===== src/rtl/gr8b0nd_fetch_unit.sv =====
// gr8b0nd_fetch_unit: instruction fetch stage with prefetch queue and redirect flush.
// Optional build macro FETCH_STATS_EN adds stat_issued / stat_flushed counters.
module gr8b0nd_fetch_unit #(
    parameter int          DEPTH    = 4,
    parameter logic [15:0] RESET_PC = 16'h0
) (
    input  logic        clk,
    input  logic        reset,
    output logic        imem_req,
    output logic [15:0] imem_addr,
    input  logic        imem_rvalid,
    input  logic [15:0] imem_rdata,
    output logic        inst_valid,
    output logic [15:0] inst_data,
    output logic [15:0] inst_pc,
    input  logic        inst_ready,
    input  logic        redirect,
    input  logic [15:0] redirect_pc,
    input  logic        fetch_hold,
`ifdef FETCH_STATS_EN
    output logic [15:0] stat_issued,
    output logic [15:0] stat_flushed,
`endif
    output logic        fetch_idle
);
    localparam int AW = $clog2(DEPTH);
    localparam int CW = AW + 1;

    typedef enum logic [1:0] {FETCH, WAIT, DRAIN} state_t;

    state_t        state;
    state_t        state_nxt;
    logic [15:0]   fetch_pc;
    logic [15:0]   req_pc;
    logic [31:0]   q_mem [DEPTH];
    logic [AW-1:0] rd_ptr;
    logic [AW-1:0] wr_ptr;
    logic [CW-1:0] count;
    logic          outstanding;
    logic          room;
    logic          can_issue;
    logic          issue;
    logic          push;
    logic          pop;
    logic          discard;

    // Registered counts only: a pop in this cycle does not free a slot yet.
    assign outstanding = (state != FETCH);
    assign room = ({1'b0, count} + {{CW{1'b0}}, outstanding}) < (CW+1)'(DEPTH);
    assign can_issue = reset && !fetch_hold && room;

    assign inst_valid = (count != '0);
    assign inst_pc    = inst_valid ? q_mem[rd_ptr][31:16] : 16'h0;
    assign inst_data  = inst_valid ? q_mem[rd_ptr][15:0] : 16'h0;
    assign pop        = inst_valid && inst_ready && !redirect;
    assign imem_req   = issue;
    assign imem_addr  = fetch_pc;
    assign fetch_idle = (state == FETCH) && (count == '0);

    // Next-state: issue, accept or discard responses; redirect overrides all.
    always_comb begin
        state_nxt = state;
        issue     = 1'b0;
        push      = 1'b0;
        discard   = 1'b0;
        unique case (state)
            FETCH: begin
                if (!redirect && can_issue) begin
                    issue     = 1'b1;
                    state_nxt = WAIT;
                end
            end
            WAIT: begin
                if (imem_rvalid) begin
                    if (redirect) begin
                        discard   = 1'b1;
                        state_nxt = FETCH;
                    end else begin
                        push      = 1'b1;
                        issue     = can_issue;
                        state_nxt = can_issue ? WAIT : FETCH;
                    end
                end else if (redirect) begin
                    state_nxt = DRAIN;
                end
            end
            DRAIN: begin
                if (imem_rvalid) begin
                    discard = 1'b1;
                    if (!redirect && can_issue) begin
                        issue     = 1'b1;
                        state_nxt = WAIT;
                    end else begin
                        state_nxt = FETCH;
                    end
                end
            end
            default: state_nxt = FETCH;
        endcase
    end

    // State register.
    always_ff @(posedge clk) begin
        if (!reset) state <= FETCH;
        else        state <= state_nxt;
    end

    // Fetch PC, issued-PC tag and queue pointers/occupancy.
    always_ff @(posedge clk) begin
        if (!reset) begin
            fetch_pc <= RESET_PC;
            req_pc   <= 16'h0;
            rd_ptr   <= '0;
            wr_ptr   <= '0;
            count    <= '0;
        end else begin
            if (redirect)   fetch_pc <= redirect_pc;
            else if (issue) fetch_pc <= fetch_pc + 16'd1;
            if (issue) req_pc <= fetch_pc;
            if (redirect) begin
                rd_ptr <= '0;
                wr_ptr <= '0;
                count  <= '0;
            end else begin
                if (push) wr_ptr <= wr_ptr + 1'b1;
                if (pop)  rd_ptr <= rd_ptr + 1'b1;
                count <= count + CW'(push) - CW'(pop);
            end
        end
    end

    // Queue storage: {pc, instruction}.
    always_ff @(posedge clk) begin
        if (push) q_mem[wr_ptr] <= {req_pc, imem_rdata};
    end

    // The issue rule must never let a response land in a full queue.
    always_ff @(posedge clk) begin
        if (reset && push) assert (count < CW'(DEPTH));
    end

`ifdef FETCH_STATS_EN
    // Issue pulses and flushed work (queued entries plus dropped responses).
    always_ff @(posedge clk) begin
        if (!reset) begin
            stat_issued  <= 16'h0;
            stat_flushed <= 16'h0;
        end else begin
            if (issue) stat_issued <= stat_issued + 16'd1;
            stat_flushed <= stat_flushed
                          + (redirect ? 16'(count) : 16'h0)
                          + 16'(discard);
        end
    end
`endif

endmodule


===== config.mk =====
export PLATFORM = sky130hd
export DESIGN_NAME = gr8b0nd_fetch_unit
export DESIGN_NICKNAME = d
export VERILOG_FILES = /design/src/rtl/gr8b0nd_fetch_unit.sv
export SDC_FILE = /design/constraint.sdc
export NUM_CORES = 1
export LEC_CHECK = 0
export CORE_MARGIN = 3
export CORE_UTILIZATION = 45
export DETAILED_ROUTE_END_ITERATION = 7
export PLACE_DENSITY = 0.67
export SETUP_SLACK_MARGIN = 0.2
export SYNTH_ARGS = -nofsm -noshare
export SYNTH_HDL_FRONTEND = slang
export SYNTH_SLANG_ARGS = --single-unit
export TNS_END_PERCENT = 50

===== constraint.sdc =====
create_clock -name clk -period 3.15 [get_ports clk]
set_input_delay 0.7875 -clock clk [delete_from_list [all_inputs] [get_ports clk]]
set_output_delay 0.7875 -clock clk [all_outputs]
set_load 0.01 [all_outputs]

**Word-level counts from Yosys, hierarchy flattened**

Memories as Yosys holds them, arrays and structs flattened. A register that Yosys moved wholly into a read port is not among the register bits.
Index checks and enable logic that the tools add are counted.
W data, S select, Z words.

- Bits in registers: 41
- Memory bits (writable): 128
- Input port bits: 38
- Output and inout port bits: 51
- Logic and storage cells: 59
- Memories kept: 1

- Add/subtract/negate cells: 6
- Order comparisons: 1
- Equality and inequality tests: 5
- Mux-type cells: 24
- Bitwise gates (word level): 1
- Reduce and logical (&&, ||, !) cells: 15

Memory list:

| name | words | bits a word | rd ports | clocked after Yosys merged registers in | write ports | line | source |
|---|---|---|---|---|---|---|---|
| q_mem | 4 | 32 | 1 | 1 | 1 | 35 | `logic [31:0] q_mem [DEPTH];` |

Operators by type and width:

| operator | count |
|---|---|
| $mux W16 | 4 |
| $add A16 B1 Y16 const B | 1 |
| $mux W1 | 12 |
| $mux W2 | 6 |
| $logic_and A1 B1 Y1 | 6 |
| $pmux W2 S3 | 1 |
| $add A2 B1 Y2 const B | 2 |
| $add A3 B1 Y4 | 1 |
| $lt A4 B3 Y1 const B | 1 |
| $reduce_bool A2 Y1 | 2 |
| $add A3 B1 Y3 | 1 |
| $logic_not A3 Y1 | 1 |
| $ne A3 B3 Y1 const B | 1 |
| $pmux W1 S3 | 1 |
| $reduce_and A3 Y1 | 1 |
| $reduce_bool A3 Y1 | 1 |
| $sub A3 B1 Y3 | 1 |
| $eq A2 B1 Y1 const B | 1 |
| $eq A2 B2 Y1 const B | 1 |
| $logic_not A1 Y1 | 2 |
| $logic_not A2 Y1 | 1 |
| $ne A2 B1 Y1 const B | 1 |
| $ne A2 B2 Y1 const B | 1 |
| $reduce_or A2 Y1 | 1 |
| $not A1 Y1 | 1 |

**Depth between registers and ports, before layout**

Gate-level depths: netlist of run 1.

- Word-level depth: 10
- Depth in mapped cells: 12
- Mapped depth without buffers: 11

**Least setup slack after synthesis of run 1**

Ideal clock, no wire load.

- Kind: input -> output
- Start: input redirect
- End: output imem_req
- Arrival time: 2.069 ns
- Required time: 2.362 ns
- Slack: 0.294 ns
- Cell stages on the path: 6
- Buffers on the path: 2
- Path through: nand2b_1 -> buf_2 -> or4_4 -> a21o_1 -> inv_2 -> buf_2

- Longest elaborated chain between the ends: 5
- Elaborated cells between the ends (all ways): 7
- Classes of those cells: mux: 5; reduce/logical: 2

RTL lines:

| what | line | source |
|---|---|---|
| start: declaration | 17 | `input logic redirect,` |
| $logic_not A1 Y1 | 68, 90 |  |
| $logic_and A1 B1 Y1 | 68, 90 |  |
| $mux W1 | 68, 90 |  |
| $mux W1 | 88 | `if (imem_rvalid) begin` |
| $pmux W1 S3 * | 66 | `unique case (state)` |
| end: declaration | 9 | `output logic imem_req,` |

Every way passes the cells marked *; elsewhere a longest branch is shown, timed or not.

==> tab_implementation.tex, run 1 <==
\begin{tabular}{lr}
\hline
Metric & Value \\
\hline
\multicolumn{2}{l}{\textbf{Routing}} \\
\quad Vias per cell & 5.50 \\
\quad Via count & 4255 \\
\quad Detailed Route WL & 14.0 mm \\
\quad DRC viols & 0 \\
\quad Initial drt markers & 279 \\
\quad Total iterations of the first detailed-routing run & 4 \\
\quad Number of nets with antenna violations after routing & 0 \\
\quad Routed WL per cell & 18.1 um \\
\multicolumn{2}{l}{\textbf{Pwr}} \\
\quad Proportion of total power due to net switching & 0.216 \\
\quad Switching component of the power & 0.00109 W \\
\quad Static leakage & 3.30 nW \\
\quad Relative contribution of the clock network to total power & 0.405 \\
\quad Final Total Pwr & 0.00506 W \\
\quad Reg power frac & 0.501 \\
\quad Logic gate share of total power & 0.094 \\
\quad Maximum VDD drop & 399 uV \\
\quad P per Cell Area & 565 nW/um\^{}2 \\
\quad Internal Power & 0.00396 W \\
\multicolumn{2}{l}{\textbf{Placed design}} \\
\quad Placed wire-length estimate after detailed placement & 8.36 mm \\
\quad Worst Setup Slack post-DPL & -0.290 ns \\
\quad Number of input and output port buffers inserted & 88 \\
\quad Final RePlAce weighted congestion & 0.865 \\
\multicolumn{2}{l}{\textbf{Worst setup path}} \\
\quad Crit path capture type & output port \\
\quad Startpoint type of the worst setup path & register \\
\quad Category of the critical setup timing path & register to output port \\
\quad Arrival time of the worst setup path & 2.18 ns \\
\quad Maximum fanout along the worst path & 8 \\
\quad Data required time of the critical path & 2.36 ns \\
\multicolumn{2}{l}{\textbf{Floorplan}} \\
\quad Standard-cell rows & 44 \\
\quad Number of top-level pins & 89 \\
\quad Initial cell density of the core & 0.471 \\
\quad Die area & 17100 um\^{}2 \\
\quad Die Y-Extent & 131 um \\
\quad Die X-Extent & 131 um \\
\quad Area of the placeable core & 14900 um\^{}2 \\
\multicolumn{2}{l}{\textbf{STA}} \\
\quad Maximum clock skew at final layout & 0.00716 ns \\
\quad Accumulated negative setup slack & 0 ns \\
\quad Clock period minus final worst setup slack & 2.97 ns \\
\quad Fraction of the cycle the final worst path needs & 0.942 \\
\quad Hold violation total from the final report & 0 \\
\quad RSZ-0062 raised after global routing & yes \\
\quad Worst hold slack across all endpoints & 0.504 ns \\
\quad Highest attainable clock frequency & 0.337 GHz \\
\quad Worst-case headroom to the max-slew limit & 0.689 \\
\quad Slew Limit Fails & 0 \\
\quad Number of setup violations in the final report & 0 \\
\quad Worst slew pin tran & 0.466 ns \\
\quad Fin worst setup slack & 0.182 ns \\
\multicolumn{2}{l}{\textbf{Clock tree}} \\
\quad Number of buffers inserted for hold repair after clock tree synthesis & 0 \\
\quad H-tree depth reported by CTS & 4 \\
\quad Maximum buffer depth of the clock tree & 2 \\
\quad CTS Buf Count & 17 \\
\quad CTS root buffer & sky130\_fd\_sc\_hd\_\_clkbuf\_16 \\
\quad TritonCTS clock tree & done \\
\quad Sinks on Clock Net & 171 \\
\quad Clock input transition at the sequential cells of the worst setup and hold paths & 0.06 ns \\
\quad Insertion delay to the later sink of the worst-skew pair & 0.42 ns \\
\multicolumn{2}{l}{\textbf{Synthesis}} \\
\quad Mean area per synthesized cell & 14.9 um\^{}2 \\
\quad Number of distinct standard cells referenced by the synthesized netlist & 50 \\
\quad Area contributors post-synth & sky130\_fd\_sc\_hd\_\_edfxtp\_1 (55\%), sky130\_fd\_sc\_hd\_\_dfxtp\_1 (12\%), sky130\_fd\_sc\_hd\_\_mux4\_2 (10\%) \\
\quad Fraction of synthesis flops using an asynchronous set or reset pin & 0 \\
\quad Library cell occupying the most area in the post-synthesis netlist & sky130\_fd\_sc\_hd\_\_edfxtp\_1 \\
\quad Post-Syn Instances & 470 \\
\quad Sequential share of the synthesized area & 0.672 \\
\quad Post-synth design cell area & 7000 um\^{}2 \\
\quad Predominant post-synthesis flop cell & sky130\_fd\_sc\_hd\_\_edfxtp\_1 \\
\quad Fraction of synthesized cell area taken by the top area cell type & 0.549 \\
\quad Number of warnings issued by yosys & 0 \\
\quad Nets in the synthesized netlist & 521 \\
\quad Post-synth EDFFs & 128 \\
\quad Total of flip-flops plus latches after synthesis & 171 \\
\multicolumn{2}{l}{\textbf{Finish}} \\
\quad Number of inserted filler cells in the final layout & 1153 \\
\quad Final net count & 628 \\
\quad Inserted Diodes & 0 \\
\quad Fraction of final layout cells sized beyond drive strength 1 & 0.159 \\
\quad Area delta synth->final & 27.8\% \\
\multicolumn{2}{l}{\textbf{Status}} \\
\quad Outcome & completed \\
\multicolumn{2}{l}{\textbf{Global route}} \\
\quad Number of antenna violations at the first check in global routing & 0 \\
\quad Wire length of the first global-routing pass & 21.6 mm \\
\quad Pin count of the biggest net entering global routing & 36 \\
\quad Number of global-route vias before repair & 4282 \\
\quad Total Routing Usage GR & 0.166 \\
\quad Total congestion overflow after global routing & 0 \\
\multicolumn{2}{l}{\textbf{Worst hold path}} \\
\quad Kind of path behind the tightest hold check & register to register \\
\multicolumn{2}{l}{\textbf{Run}} \\
\quad Count of maximum capacitance violations & 0 \\
\hline
\end{tabular}
-- Yosys cell counts, types with 2 or more instances --
| cell type | number |
|---|---|
| sky130_fd_sc_hd__a21oi_1 | 24 |
| sky130_fd_sc_hd__a22oi_1 | 3 |
| sky130_fd_sc_hd__a2bb2oi_1 | 2 |
| sky130_fd_sc_hd__a31oi_1 | 3 |
| sky130_fd_sc_hd__and2_1 | 5 |
| sky130_fd_sc_hd__and3_1 | 6 |
| sky130_fd_sc_hd__and4_1 | 2 |
| sky130_fd_sc_hd__buf_2 | 6 |
| sky130_fd_sc_hd__buf_6 | 2 |
| sky130_fd_sc_hd__clkbuf_1 | 17 |
| sky130_fd_sc_hd__dfxtp_1 | 43 |
| sky130_fd_sc_hd__edfxtp_1 | 128 |
| sky130_fd_sc_hd__ha_1 | 12 |
| sky130_fd_sc_hd__inv_1 | 12 |
| sky130_fd_sc_hd__mux2_2 | 3 |
| sky130_fd_sc_hd__mux2i_1 | 3 |
| sky130_fd_sc_hd__mux4_2 | 32 |
| sky130_fd_sc_hd__nand2_1 | 52 |
| sky130_fd_sc_hd__nand2b_1 | 2 |
| sky130_fd_sc_hd__nand3_1 | 13 |
| sky130_fd_sc_hd__nand4_1 | 3 |
| sky130_fd_sc_hd__nand4b_1 | 2 |
| sky130_fd_sc_hd__nor2_1 | 13 |
| sky130_fd_sc_hd__nor2b_1 | 33 |
| sky130_fd_sc_hd__nor3_1 | 4 |
| sky130_fd_sc_hd__nor3b_1 | 3 |
| sky130_fd_sc_hd__nor4b_1 | 2 |
| sky130_fd_sc_hd__o21ai_0 | 5 |
| sky130_fd_sc_hd__o221ai_1 | 2 |
| sky130_fd_sc_hd__o22ai_1 | 4 |
| sky130_fd_sc_hd__o31ai_1 | 3 |
| sky130_fd_sc_hd__or3_1 | 3 |
| sky130_fd_sc_hd__xnor2_1 | 5 |
| sky130_fd_sc_hd__xor2_1 | 2 |
-- through the flow --
step / cell area, um^2 / utilization / instances
2_1_floorplan: 7000 / - / 470
6_report: 8950 / 0.602 / 774
5_1_grt: 8950 / 0.602 / 774
3_3_place_gp: 8230 / 0.553 / 735
4_1_cts: 8810 / 0.593 / 767
3_5_place_dp: 8230 / 0.553 / 735
-- flip-flops by register name, summed over array words and instances, names as in the netlist, named ones only --
register	count
state	2
q_mem	128
req_pc	16
count	3
rd_ptr	2
imem_addr	16
wr_ptr	2
-- cell usage in the layout (no fill, tap or decap), types with 3 or more instances in the layout --
| cell | count |
|---|---|
| sky130_fd_sc_hd__edfxtp_1 | 128 |
| sky130_fd_sc_hd__xnor2_1 | 5 |
| sky130_fd_sc_hd__buf_12 | 7 |
| sky130_fd_sc_hd__nor3_1 | 3 |
| sky130_fd_sc_hd__a22oi_1 | 3 |
| sky130_fd_sc_hd__nand3_1 | 13 |
| sky130_fd_sc_hd__dlymetal6s2s_1 | 16 |
| sky130_fd_sc_hd__a31oi_1 | 3 |
| sky130_fd_sc_hd__and2_1 | 5 |
| sky130_fd_sc_hd__nor2_1 | 13 |
| sky130_fd_sc_hd__mux2i_1 | 3 |
| sky130_fd_sc_hd__mux2_2 | 3 |
| sky130_fd_sc_hd__nand4_1 | 3 |
| sky130_fd_sc_hd__nand2_1 | 52 |
| sky130_fd_sc_hd__buf_4 | 15 |
| sky130_fd_sc_hd__or3_1 | 3 |
| sky130_fd_sc_hd__inv_1 | 12 |
| sky130_fd_sc_hd__a21oi_1 | 24 |
| sky130_fd_sc_hd__nor2b_1 | 33 |
| sky130_fd_sc_hd__and3_1 | 6 |
| sky130_fd_sc_hd__clkinv_2 | 4 |
| sky130_fd_sc_hd__o21ai_0 | 5 |
| sky130_fd_sc_hd__o31ai_1 | 3 |
| sky130_fd_sc_hd__bufinv_16 | 3 |
| sky130_fd_sc_hd__nor3b_1 | 3 |
| sky130_fd_sc_hd__clkbuf_16 | 19 |
| sky130_fd_sc_hd__clkdlybuf4s50_1 | 70 |
| sky130_fd_sc_hd__mux4_2 | 32 |
| sky130_fd_sc_hd__dfxtp_1 | 42 |
| sky130_fd_sc_hd__o22ai_1 | 4 |
| sky130_fd_sc_hd__ha_1 | 12 |
-- what timing repair did --
| item | in CTS | in global routing |
|---|---|---|
| endpoints found under the setup margin | 33 | 33 |
| buffers inserted | 0 | 4 |
| pin swaps | 0 | 0 |
| cloned | 0 | 3 |
| resized for setup | 6 | 18 |
-- layout make-up --
type | instances | area (um^2) | share of cell area
clock buffer | 19 | 433 | 0.0484
clock inverter | 13 | 150 | 0.0168
inverter | 13 | 48.8 | 0.00545
multi-input combinational | 261 | 2150 | 0.240
sequential | 171 | 4710 | 0.526
tap | 184 | 230 | 0.0257
timing repair buffer | 113 | 1230 | 0.138
-- critical path: stages, from the launching register on --
cell                              delay (ns)
sky130_fd_sc_hd__dfxtp_4                0.43
sky130_fd_sc_hd__clkbuf_16              0.21
sky130_fd_sc_hd__mux4_2                 0.49
sky130_fd_sc_hd__nor2b_1                0.14
sky130_fd_sc_hd__clkdlybuf4s50_1        0.49
-- metal layers --
layer  up-vias  GRT usage  wire length, um
met5         -          0                0
met2       150      0.269             6600
met1      2090      0.223             6420
li1       1993          -                -
met3        22     0.0366              760
met4         0     0.0569              235
-- logic make-up after synthesis --
kind of cell | Yosys count | share of synthesized area
flip-flops | 171 | 0.672
AND/OR/NAND/NOR | 144 | 0.106
AO/OA/AOI/OAI | 59 | 0.0538
buffers and inverters | 38 | 0.0236
multiplexers | 38 | 0.112
adder cells (fa/ha/maj) | 13 | 0.0243
XOR/XNOR | 7 | 0.00875
-- power by group through the flow --
stage	clock network [W]	logic, W	registers, W
floorplan	0	0.000257	0.00257
global placement	0	0.000468	0.00257
detailed placement	0	0.000478	0.00258
CTS	0.00209	0.000479	0.00253
global route	0.00219	0.000522	0.00254
finish	0.00205	0.000473	0.00253
-- path summary, 6_finish.rpt --
kind                                             start                          to  slack (ns)  cells after the start
worst max-delay path                          register                  inst_pc[8]        0.18                      4
worst max register to register   state[0]$_SDFFE_PN0P_  imem_addr[14]$_SDFFE_PN0P_        0.70                      9
worst min register to register  req_pc[2]$_SDFFE_PN0P_      q_mem[1][18]$_DFFE_PP_        0.50                      0
worst min-delay path            req_pc[2]$_SDFFE_PN0P_      q_mem[1][18]$_DFFE_PP_        0.50                      0
Power figures use the tool's default switching activity.
==> run 2, diff against run 1 <==
- PLACE_DENSITY: 0.67 -> unset
- PLACE_DENSITY_LB_ADDON: unset -> 0.25
- clock period: 3.15 -> 2.5 ns (I/O delays scaled with it)
==> tab_implementation.tex, run 2 (synthesis results as in run 1) <==
\begin{tabular}{lr}
\hline
Metric & Value \\
\hline
\multicolumn{2}{l}{\textbf{Status}} \\
\quad Outcome & finished, violations left \\
\quad Violations in the final reports & setup timing \\
\multicolumn{2}{l}{\textbf{Finish}} \\
\quad Number of inserted filler cells in the final layout & 1132 (-1.8\%) \\
\quad Leading cell type in the layout, fill and taps excluded & sky130\_fd\_sc\_hd\_\_edfxtp\_1 \\
\quad Flip-flop count of the largest register after layout & 128 (unchanged) \\
\quad Register with the most flip-flops & q\_mem \\
\quad Final net count & 643 (+2.4\%) \\
\quad Finished Layout Cells & 789 (+1.9\%) \\
\quad Multi-input logic area & 2280 um\^{}2 (+6.4\%) \\
\quad Sequential cell area & 4710 um\^{}2 (about the same) \\
\quad Inserted Diodes & 0 (unchanged) \\
\quad Commonest non-fill, non-tap cells in the layout & sky130\_fd\_sc\_hd\_\_edfxtp\_1 (128), sky130\_fd\_sc\_hd\_\_nand2\_1 (52), sky130\_fd\_sc\_hd\_\_clkdlybuf4s50\_1 (50), sky130\_fd\_sc\_hd\_\_dfxtp\_1 (39), sky130\_fd\_sc\_hd\_\_mux4\_2 (32) \\
\quad Area delta synth->final & 30.6\% \\
\quad Final Instance Area & 9150 um\^{}2 (+2.2\%) \\
\quad Fraction of final layout cells sized beyond drive strength 1 & 0.278 (+0.118) \\
\multicolumn{2}{l}{\textbf{STA}} \\
\quad Worst slew pin tran & 0.458 ns (-0.00784 ns) \\
\quad Worst-case headroom to the max-slew limit & 0.694 (+0.00524) \\
\quad Fraction of the cycle the final worst path needs & 1.03 \\
\quad Highest attainable clock frequency & 0.388 GHz \\
\quad Clock period minus final worst setup slack & 2.58 ns \\
\quad Maximum clock skew at final layout & 0.0101 ns (+0.00294 ns) \\
\quad Slew Limit Fails & 0 (unchanged) \\
\quad RSZ-0062 raised after global routing & yes \\
\quad Fin worst setup slack & -0.0779 ns (-0.260 ns) \\
\quad Hold violation total from the final report & 0 (unchanged) \\
\quad Number of setup violations in the final report & 1 (+1) \\
\multicolumn{2}{l}{\textbf{Routing}} \\
\quad Number of nets with antenna violations after routing & 0 (unchanged) \\
\quad Initial drt markers & 241 (-14\%) \\
\quad Vias per cell & 5.46 (-0.77\%) \\
\quad Total iterations of the first detailed-routing run & 4 (unchanged) \\
\quad DRC viols & 0 (unchanged) \\
\quad Via count & 4304 (+1.2\%) \\
\quad Routed WL per cell & 18.0 um (-0.73\%) \\
\quad Detailed Route WL & 14.2 mm (+1.2\%) \\
\multicolumn{2}{l}{\textbf{Floorplan}} \\
\quad Area of the placeable core & 14900 um\^{}2 (unchanged) \\
\quad Standard-cell rows & 44 (unchanged) \\
\quad Die Y-Extent & 131 um (unchanged) \\
\quad Die area & 17100 um\^{}2 (unchanged) \\
\quad Number of top-level pins & 89 (unchanged) \\
\quad Initial cell density of the core & 0.471 (unchanged) \\
\quad Die X-Extent & 131 um (unchanged) \\
\multicolumn{2}{l}{\textbf{Pwr}} \\
\quad P per Cell Area & 714 nW/um\^{}2 (+26\%) \\
\quad Static leakage & 3.23 nW (-2.1\%) \\
\quad Maximum VDD drop & 518 uV (+30\%) \\
\multicolumn{2}{l}{\textbf{Clock tree}} \\
\quad Maximum buffer depth of the clock tree & 2 (unchanged) \\
\quad CTS Buf Count & 17 (unchanged) \\
\quad CTS root buffer & sky130\_fd\_sc\_hd\_\_clkbuf\_16 \\
\quad Clock input transition at the sequential cells of the worst setup and hold paths & 0.06 ns (about the same) \\
\quad Insertion delay to the later sink of the worst-skew pair & 0.43 ns (about the same) \\
\quad TritonCTS clock tree & done \\
\quad H-tree depth reported by CTS & 4 (unchanged) \\
\quad Sinks on Clock Net & 171 (unchanged) \\
\multicolumn{2}{l}{\textbf{Global route}} \\
\quad Wire length of the first global-routing pass & 22.3 mm (+3.4\%) \\
\quad Number of global-route vias before repair & 4256 (-0.61\%) \\
\quad Pin count of the biggest net entering global routing & 36 (unchanged) \\
\quad Total Routing Usage GR & 0.174 (+0.00810) \\
\quad Met2 capacity usage during global routing & 0.287 (+0.0183) \\
\quad Met3 capacity usage during global routing & 0.0484 (+0.0118) \\
\quad Total congestion overflow after global routing & 0 (unchanged) \\
\quad Met1 layer usage reported by global route & 0.226 (+0.00306) \\
\quad Number of antenna violations at the first check in global routing & 0 (unchanged) \\
\quad Global-route layer with the greatest usage & met2 \\
\multicolumn{2}{l}{\textbf{Placed design}} \\
\quad Instance area after placement & 8360 um\^{}2 (+1.6\%) \\
\quad Final RePlAce weighted congestion & 0.837 (-3.2\%) \\
\quad Number of input and output port buffers inserted & 88 (unchanged) \\
\quad Placed wire-length estimate after detailed placement & 8.71 mm (+4.2\%) \\
\quad Post-placement cell count & 749 (+1.9\%) \\
\multicolumn{2}{l}{\textbf{Worst hold path}} \\
\quad Kind of path behind the tightest hold check & register to register \\
\multicolumn{2}{l}{\textbf{Worst setup path}} \\
\quad Startpoint type of the worst setup path & primary input \\
\quad Data required time of the critical path & 1.88 ns (-0.48 ns) \\
\quad Crit path capture type & output port \\
\quad Maximum fanout along the worst path & 2 (-6) \\
\quad Arrival time of the worst setup path & 1.95 ns (-0.23 ns) \\
\quad Category of the critical setup timing path & primary input to output port \\
\multicolumn{2}{l}{\textbf{Run}} \\
\quad Count of maximum capacitance violations & 0 (unchanged) \\
\hline
\end{tabular}
==> run 2: timing repair <==
action / 4_1_cts / 5_1_grt
endpoints found under the hold margin: 0 / 0
gates cloned: 2 / 0
gates resized for setup: 161 / 36
hold buffers: 0 / 0
pin swaps: 0 / 1
setup endpoints to repair: 40 / 41
setup buffers: 6 / 0
==> run 2: report_power, final <==
group          internal [W]  total, W  switching, W
Combinational      0.000361  0.000698      0.000337
Clock               0.00157   0.00264       0.00108
Sequential          0.00313   0.00319     0.0000617
==> run 2: routing by layer <==
metal,up-vias,wire length (um)
met3,15,739
met1,2128,6370
li1,2026,-
met5,-,0
met4,0,172
met2,135,6910
==> run 2: layout make-up <==
type                    count  area share
repair buffers            128       0.139
multi-input cells         261       0.249
clock inverters            15      0.0190
clock buffers              17      0.0465
flip-flops and latches    171       0.515
well taps                 184      0.0252
inverters                  13     0.00533
==> run 2: worst paths after layout <==
path / start / end / slack (ns) / depth (start not counted)
max: fetch_hold / imem_req / -0.08 / 5
min: state[1]$_SDFFE_PN0P_ / state[1]$_SDFFE_PN0P_ / 0.49 / 2
max reg2reg: state[1]$_SDFFE_PN0P_ / imem_addr[14]$_SDFFE_PN0P_ / 0.11 / 9
min reg2reg: state[1]$_SDFFE_PN0P_ / state[1]$_SDFFE_PN0P_ / 0.49 / 2
==> run 2: worst max-delay path: stages <==
cell	delay [ns]
sky130_fd_sc_hd__clkdlybuf4s50_1	0.43
sky130_fd_sc_hd__or4_4	0.52
sky130_fd_sc_hd__a21o_1	0.21
sky130_fd_sc_hd__inv_2	0.07
sky130_fd_sc_hd__buf_6	0.10
==> run 2: through the flow <==
stage           util  setup TNS, ns  hold WS, ns  total power [W]  setup WS, ns
2_1_floorplan      -              0        0.460          0.00357        0.0410
3_3_place_gp   0.562          -5.55        0.479          0.00388        -0.622
3_5_place_dp   0.562          -6.38        0.482          0.00390        -0.620
4_1_cts        0.606         -0.423        0.491          0.00656       -0.0984
5_1_grt        0.615          -1.03        0.511          0.00679        -0.147
6_report       0.615        -0.0779        0.490          0.00653       -0.0779
==> run 3, diff against run 2 <==
- CTS_CLUSTER_DIAMETER: unset -> 100
- REMOVE_ABC_BUFFERS: unset -> 1
==> tab_implementation.tex, run 3 (synthesis results as in run 1) <==
\begin{tabular}{lr}
\hline
Metric & Value \\
\hline
\multicolumn{2}{l}{\textbf{Floorplan}} \\
\quad Die X-Extent & 131 um (unchanged) \\
\quad Area of the placeable core & 14900 um\^{}2 (unchanged) \\
\quad Initial cell density of the core & 0.471 (unchanged) \\
\quad Standard-cell rows & 44 (unchanged) \\
\quad Die area & 17100 um\^{}2 (unchanged) \\
\quad Number of top-level pins & 89 (unchanged) \\
\quad Die Y-Extent & 131 um (unchanged) \\
\multicolumn{2}{l}{\textbf{STA}} \\
\quad Worst-case headroom to the max-slew limit & 0.679 (-0.0151) \\
\quad Fin worst setup slack & -0.0457 ns (+0.0322 ns) \\
\quad Fraction of the cycle the final worst path needs & 1.02 (-0.0129) \\
\quad Hold violation total from the final report & 0 (unchanged) \\
\quad Worst hold slack across all endpoints & 0.493 ns (+0.00310 ns) \\
\quad Clock period minus final worst setup slack & 2.55 ns (-0.0322 ns) \\
\quad Maximum clock skew at final layout & 0.00649 ns (-0.00362 ns) \\
\quad RSZ-0062 raised after global routing & yes \\
\quad Highest attainable clock frequency & 0.393 GHz (+1.3\%) \\
\quad Worst slew pin tran & 0.480 ns (+0.0226 ns) \\
\quad Slew Limit Fails & 0 (unchanged) \\
\quad Number of setup violations in the final report & 1 (unchanged) \\
\multicolumn{2}{l}{\textbf{Worst hold path}} \\
\quad Min-Delay Path Depth & 2 (unchanged) \\
\quad Kind of path behind the tightest hold check & register to register \\
\quad Hold\_sp & imem\_addr[15]\$\_SDFFE\_PN0P\_ \\
\quad Hold Path Sink & imem\_addr[15]\$\_SDFFE\_PN0P\_ \\
\multicolumn{2}{l}{\textbf{Worst setup path}} \\
\quad Depth of the worst register-to-register path & 13 (+4) \\
\quad Maximum fanout along the worst path & 2 (unchanged) \\
\quad Worst path bufs/invs & 3 (unchanged) \\
\quad Top Family by Delay on Critical Path & buffers and inverters \\
\quad Register-to-register setup slack & 0.24 ns (+0.13 ns) \\
\quad Data required time of the critical path & 1.88 ns (about the same) \\
\quad Crit path capture type & output port \\
\quad Ordered cell list for the critical path & clkdlybuf4s50\_1 > or4\_4 > a21o\_1 > inv\_2 > buf\_6 \\
\quad Startpoint type of the worst setup path & primary input \\
\quad Arrival time of the worst setup path & 1.92 ns (-0.03 ns) \\
\quad Critical Path Slowest Stage Cell & sky130\_fd\_sc\_hd\_\_or4\_4 \\
\quad Category of the critical setup timing path & primary input to output port \\
\quad Critical register-to-register path endpoint & count[1]\$\_SDFF\_PP0\_ \\
\quad Slowest Stage Delay on Critical Path & 0.52 ns (about the same) \\
\quad Launch instance of the worst register-to-register path & state[1]\$\_SDFFE\_PN0P\_ \\
\multicolumn{2}{l}{\textbf{Clock tree}} \\
\quad Sinks on Clock Net & 171 (unchanged) \\
\quad CTS root buffer & sky130\_fd\_sc\_hd\_\_clkbuf\_16 \\
\quad Insertion delay to the later sink of the worst-skew pair & 0.43 ns (about the same) \\
\quad CTS Buf Count & 17 (unchanged) \\
\quad Clock input transition at the sequential cells of the worst setup and hold paths & 0.06 ns (about the same) \\
\quad Maximum buffer depth of the clock tree & 2 (unchanged) \\
\quad TritonCTS clock tree & done \\
\quad H-tree depth reported by CTS & 4 (unchanged) \\
\multicolumn{2}{l}{\textbf{Finish}} \\
\quad Number of inserted filler cells in the final layout & 1056 (-6.7\%) \\
\quad Flip-flop count of the largest register after layout & 128 (unchanged) \\
\quad Commonest non-fill, non-tap cells in the layout & sky130\_fd\_sc\_hd\_\_edfxtp\_1 (128), sky130\_fd\_sc\_hd\_\_nand2\_1 (52), sky130\_fd\_sc\_hd\_\_clkdlybuf4s50\_1 (50), sky130\_fd\_sc\_hd\_\_buf\_4 (37), sky130\_fd\_sc\_hd\_\_dfxtp\_1 (36) \\
\quad Register with the most flip-flops & q\_mem \\
\quad Leading cell type in the layout, fill and taps excluded & sky130\_fd\_sc\_hd\_\_edfxtp\_1 \\
\quad Finished Layout Cells & 810 (+2.7\%) \\
\quad Final net count & 664 (+3.3\%) \\
\quad Fraction of final layout cells sized beyond drive strength 1 & 0.331 (+0.0530) \\
\quad Inserted Diodes & 0 (unchanged) \\
\quad Multi-input logic area & 2350 um\^{}2 (+3.2\%) \\
\quad Area delta synth->final & 36.9\% \\
\quad Sequential cell area & 4720 um\^{}2 (+0.13\%) \\
\quad Final Instance Area & 9590 um\^{}2 (+4.8\%) \\
\multicolumn{2}{l}{\textbf{Routing}} \\
\quad Initial drt markers & 272 (+13\%) \\
\quad DRC viols & 0 (unchanged) \\
\quad Routed WL per cell & 19.9 um (+11\%) \\
\quad Via count & 4478 (+4.0\%) \\
\quad Detailed Route WL & 16.1 mm (+14\%) \\
\quad Number of nets with antenna violations after routing & 0 (unchanged) \\
\quad Vias per cell & 5.53 (+1.3\%) \\
\quad Total iterations of the first detailed-routing run & 5 (+1) \\
\multicolumn{2}{l}{\textbf{Pwr}} \\
\quad Logic gate share of total power & 0.122 (+0.015) \\
\quad Static leakage & 3.47 nW (+7.4\%) \\
\quad Reg power frac & 0.462 (-0.026) \\
\quad P per Cell Area & 721 nW/um\^{}2 (+1.0\%) \\
\quad Switching component of the power & 0.00149 W (+0.84\%) \\
\quad Relative contribution of the clock network to total power & 0.416 (+0.011) \\
\quad Maximum VDD drop & 523 uV (+1.0\%) \\
\quad Proportion of total power due to net switching & 0.215 (-0.0107) \\
\quad Internal Power & 0.00543 W (+7.3\%) \\
\multicolumn{2}{l}{\textbf{Global route}} \\
\quad Total Routing Usage GR & 0.191 (+0.0175) \\
\quad Number of antenna violations at the first check in global routing & 0 (unchanged) \\
\quad Pin count of the biggest net entering global routing & 36 (unchanged) \\
\quad Total congestion overflow after global routing & 0 (unchanged) \\
\quad Number of global-route vias before repair & 4634 (+8.9\%) \\
\quad Wire length of the first global-routing pass & 24.0 mm (+7.4\%) \\
\multicolumn{2}{l}{\textbf{Placed design}} \\
\quad Worst Setup Slack post-DPL & -0.587 ns (+0.0338 ns) \\
\quad Placed wire-length estimate after detailed placement & 9.34 mm (+7.2\%) \\
\quad Post-placement cell count & 745 (-0.53\%) \\
\quad Number of input and output port buffers inserted & 88 (unchanged) \\
\quad Final RePlAce weighted congestion & 0.835 (-0.33\%) \\
\quad Instance area after placement & 8310 um\^{}2 (-0.58\%) \\
\multicolumn{2}{l}{\textbf{Run}} \\
\quad Count of maximum capacitance violations & 0 (unchanged) \\
\multicolumn{2}{l}{\textbf{Status}} \\
\quad Outcome & finished, violations left \\
\quad Violations in the final reports & setup timing \\
\hline
\end{tabular}
==> run 3: power by group through the flow <==
stage                     clock [W]  sequential (W)  combinational [W]
after floorplan                   0         0.00324           0.000298
after global placement            0         0.00324           0.000629
after detailed placement          0         0.00325           0.000642
after CTS                   0.00292         0.00319           0.000699
after global routing        0.00304         0.00320           0.000909
final                       0.00288         0.00319           0.000844
==> run 3: stage by stage <==
| stage | utilization | TNS [ns] | total power (W) |
|---|---|---|---|
| after floorplan | - | -25.42 | 0.00354 |
| after global placement | 0.559 | -4.96 | 0.00387 |
| after detailed placement | 0.559 | -6.31 | 0.00389 |
| after CTS | 0.616 | -0.0783 | 0.00682 |
| after global routing | 0.645 | -0.704 | 0.00715 |
| final | 0.645 | -0.0457 | 0.00692 |
==> run 3: how the worst max path moves through the flow <==
stage,endpoint,slack (ns),depth (start not counted),start
after global placement,imem_req,-0.57,6,redirect
after CTS,imem_req,-0.04,7,state[1]$_SDFFE_PN0P_
after global routing,imem_req,-0.12,7,state[1]$_SDFFE_PN0P_
final,imem_req,-0.05,5,fetch_hold
after detailed placement,imem_req,-0.59,6,redirect
after floorplan,count[2]$_SDFF_PP0_,-1.19,9,count[1]$_SDFF_PP0_
==> run 3: worst reg2reg max path, stage by stage (launching register included) <==
cell	delay (ns)
sky130_fd_sc_hd__dfxtp_2	0.34
sky130_fd_sc_hd__inv_2	0.08
sky130_fd_sc_hd__buf_4	0.12
sky130_fd_sc_hd__buf_6	0.09
sky130_fd_sc_hd__buf_6	0.09
sky130_fd_sc_hd__ha_4	0.14
sky130_fd_sc_hd__and3_4	0.18
sky130_fd_sc_hd__inv_2	0.03
sky130_fd_sc_hd__ha_1	0.27
sky130_fd_sc_hd__inv_1	0.06
sky130_fd_sc_hd__ha_2	0.16
sky130_fd_sc_hd__inv_2	0.04
sky130_fd_sc_hd__fa_2	0.51
sky130_fd_sc_hd__nor2_1	0.04
==> run 3: layer usage <==
metal	vias up	track usage	share of wire
met5	-	0	0
met4	0	0.0690	0.015
met3	19	0.0488	0.066
met2	162	0.316	0.49
met1	2228	0.247	0.43
li1	2069	-	-
==> run 3: layout make-up <==
type	instances	area share
Inverter	13	0.00509
Clock inverter	12	0.0198
Tap cell	184	0.0240
Clock buffer	20	0.0487
Timing Repair Buffer	149	0.165
Sequential cell	171	0.492
Multi-Input combinational cell	261	0.246
==> run 3: timing repair <==
item / 4_1_cts / 5_1_grt
gates cloned: 3 / 3
hold buffers: 0 / 0
pin swaps: 1 / 7
gates resized for setup: 182 / 52
endpoints found under the setup margin: 40 / 55
buffers inserted: 10 / 17
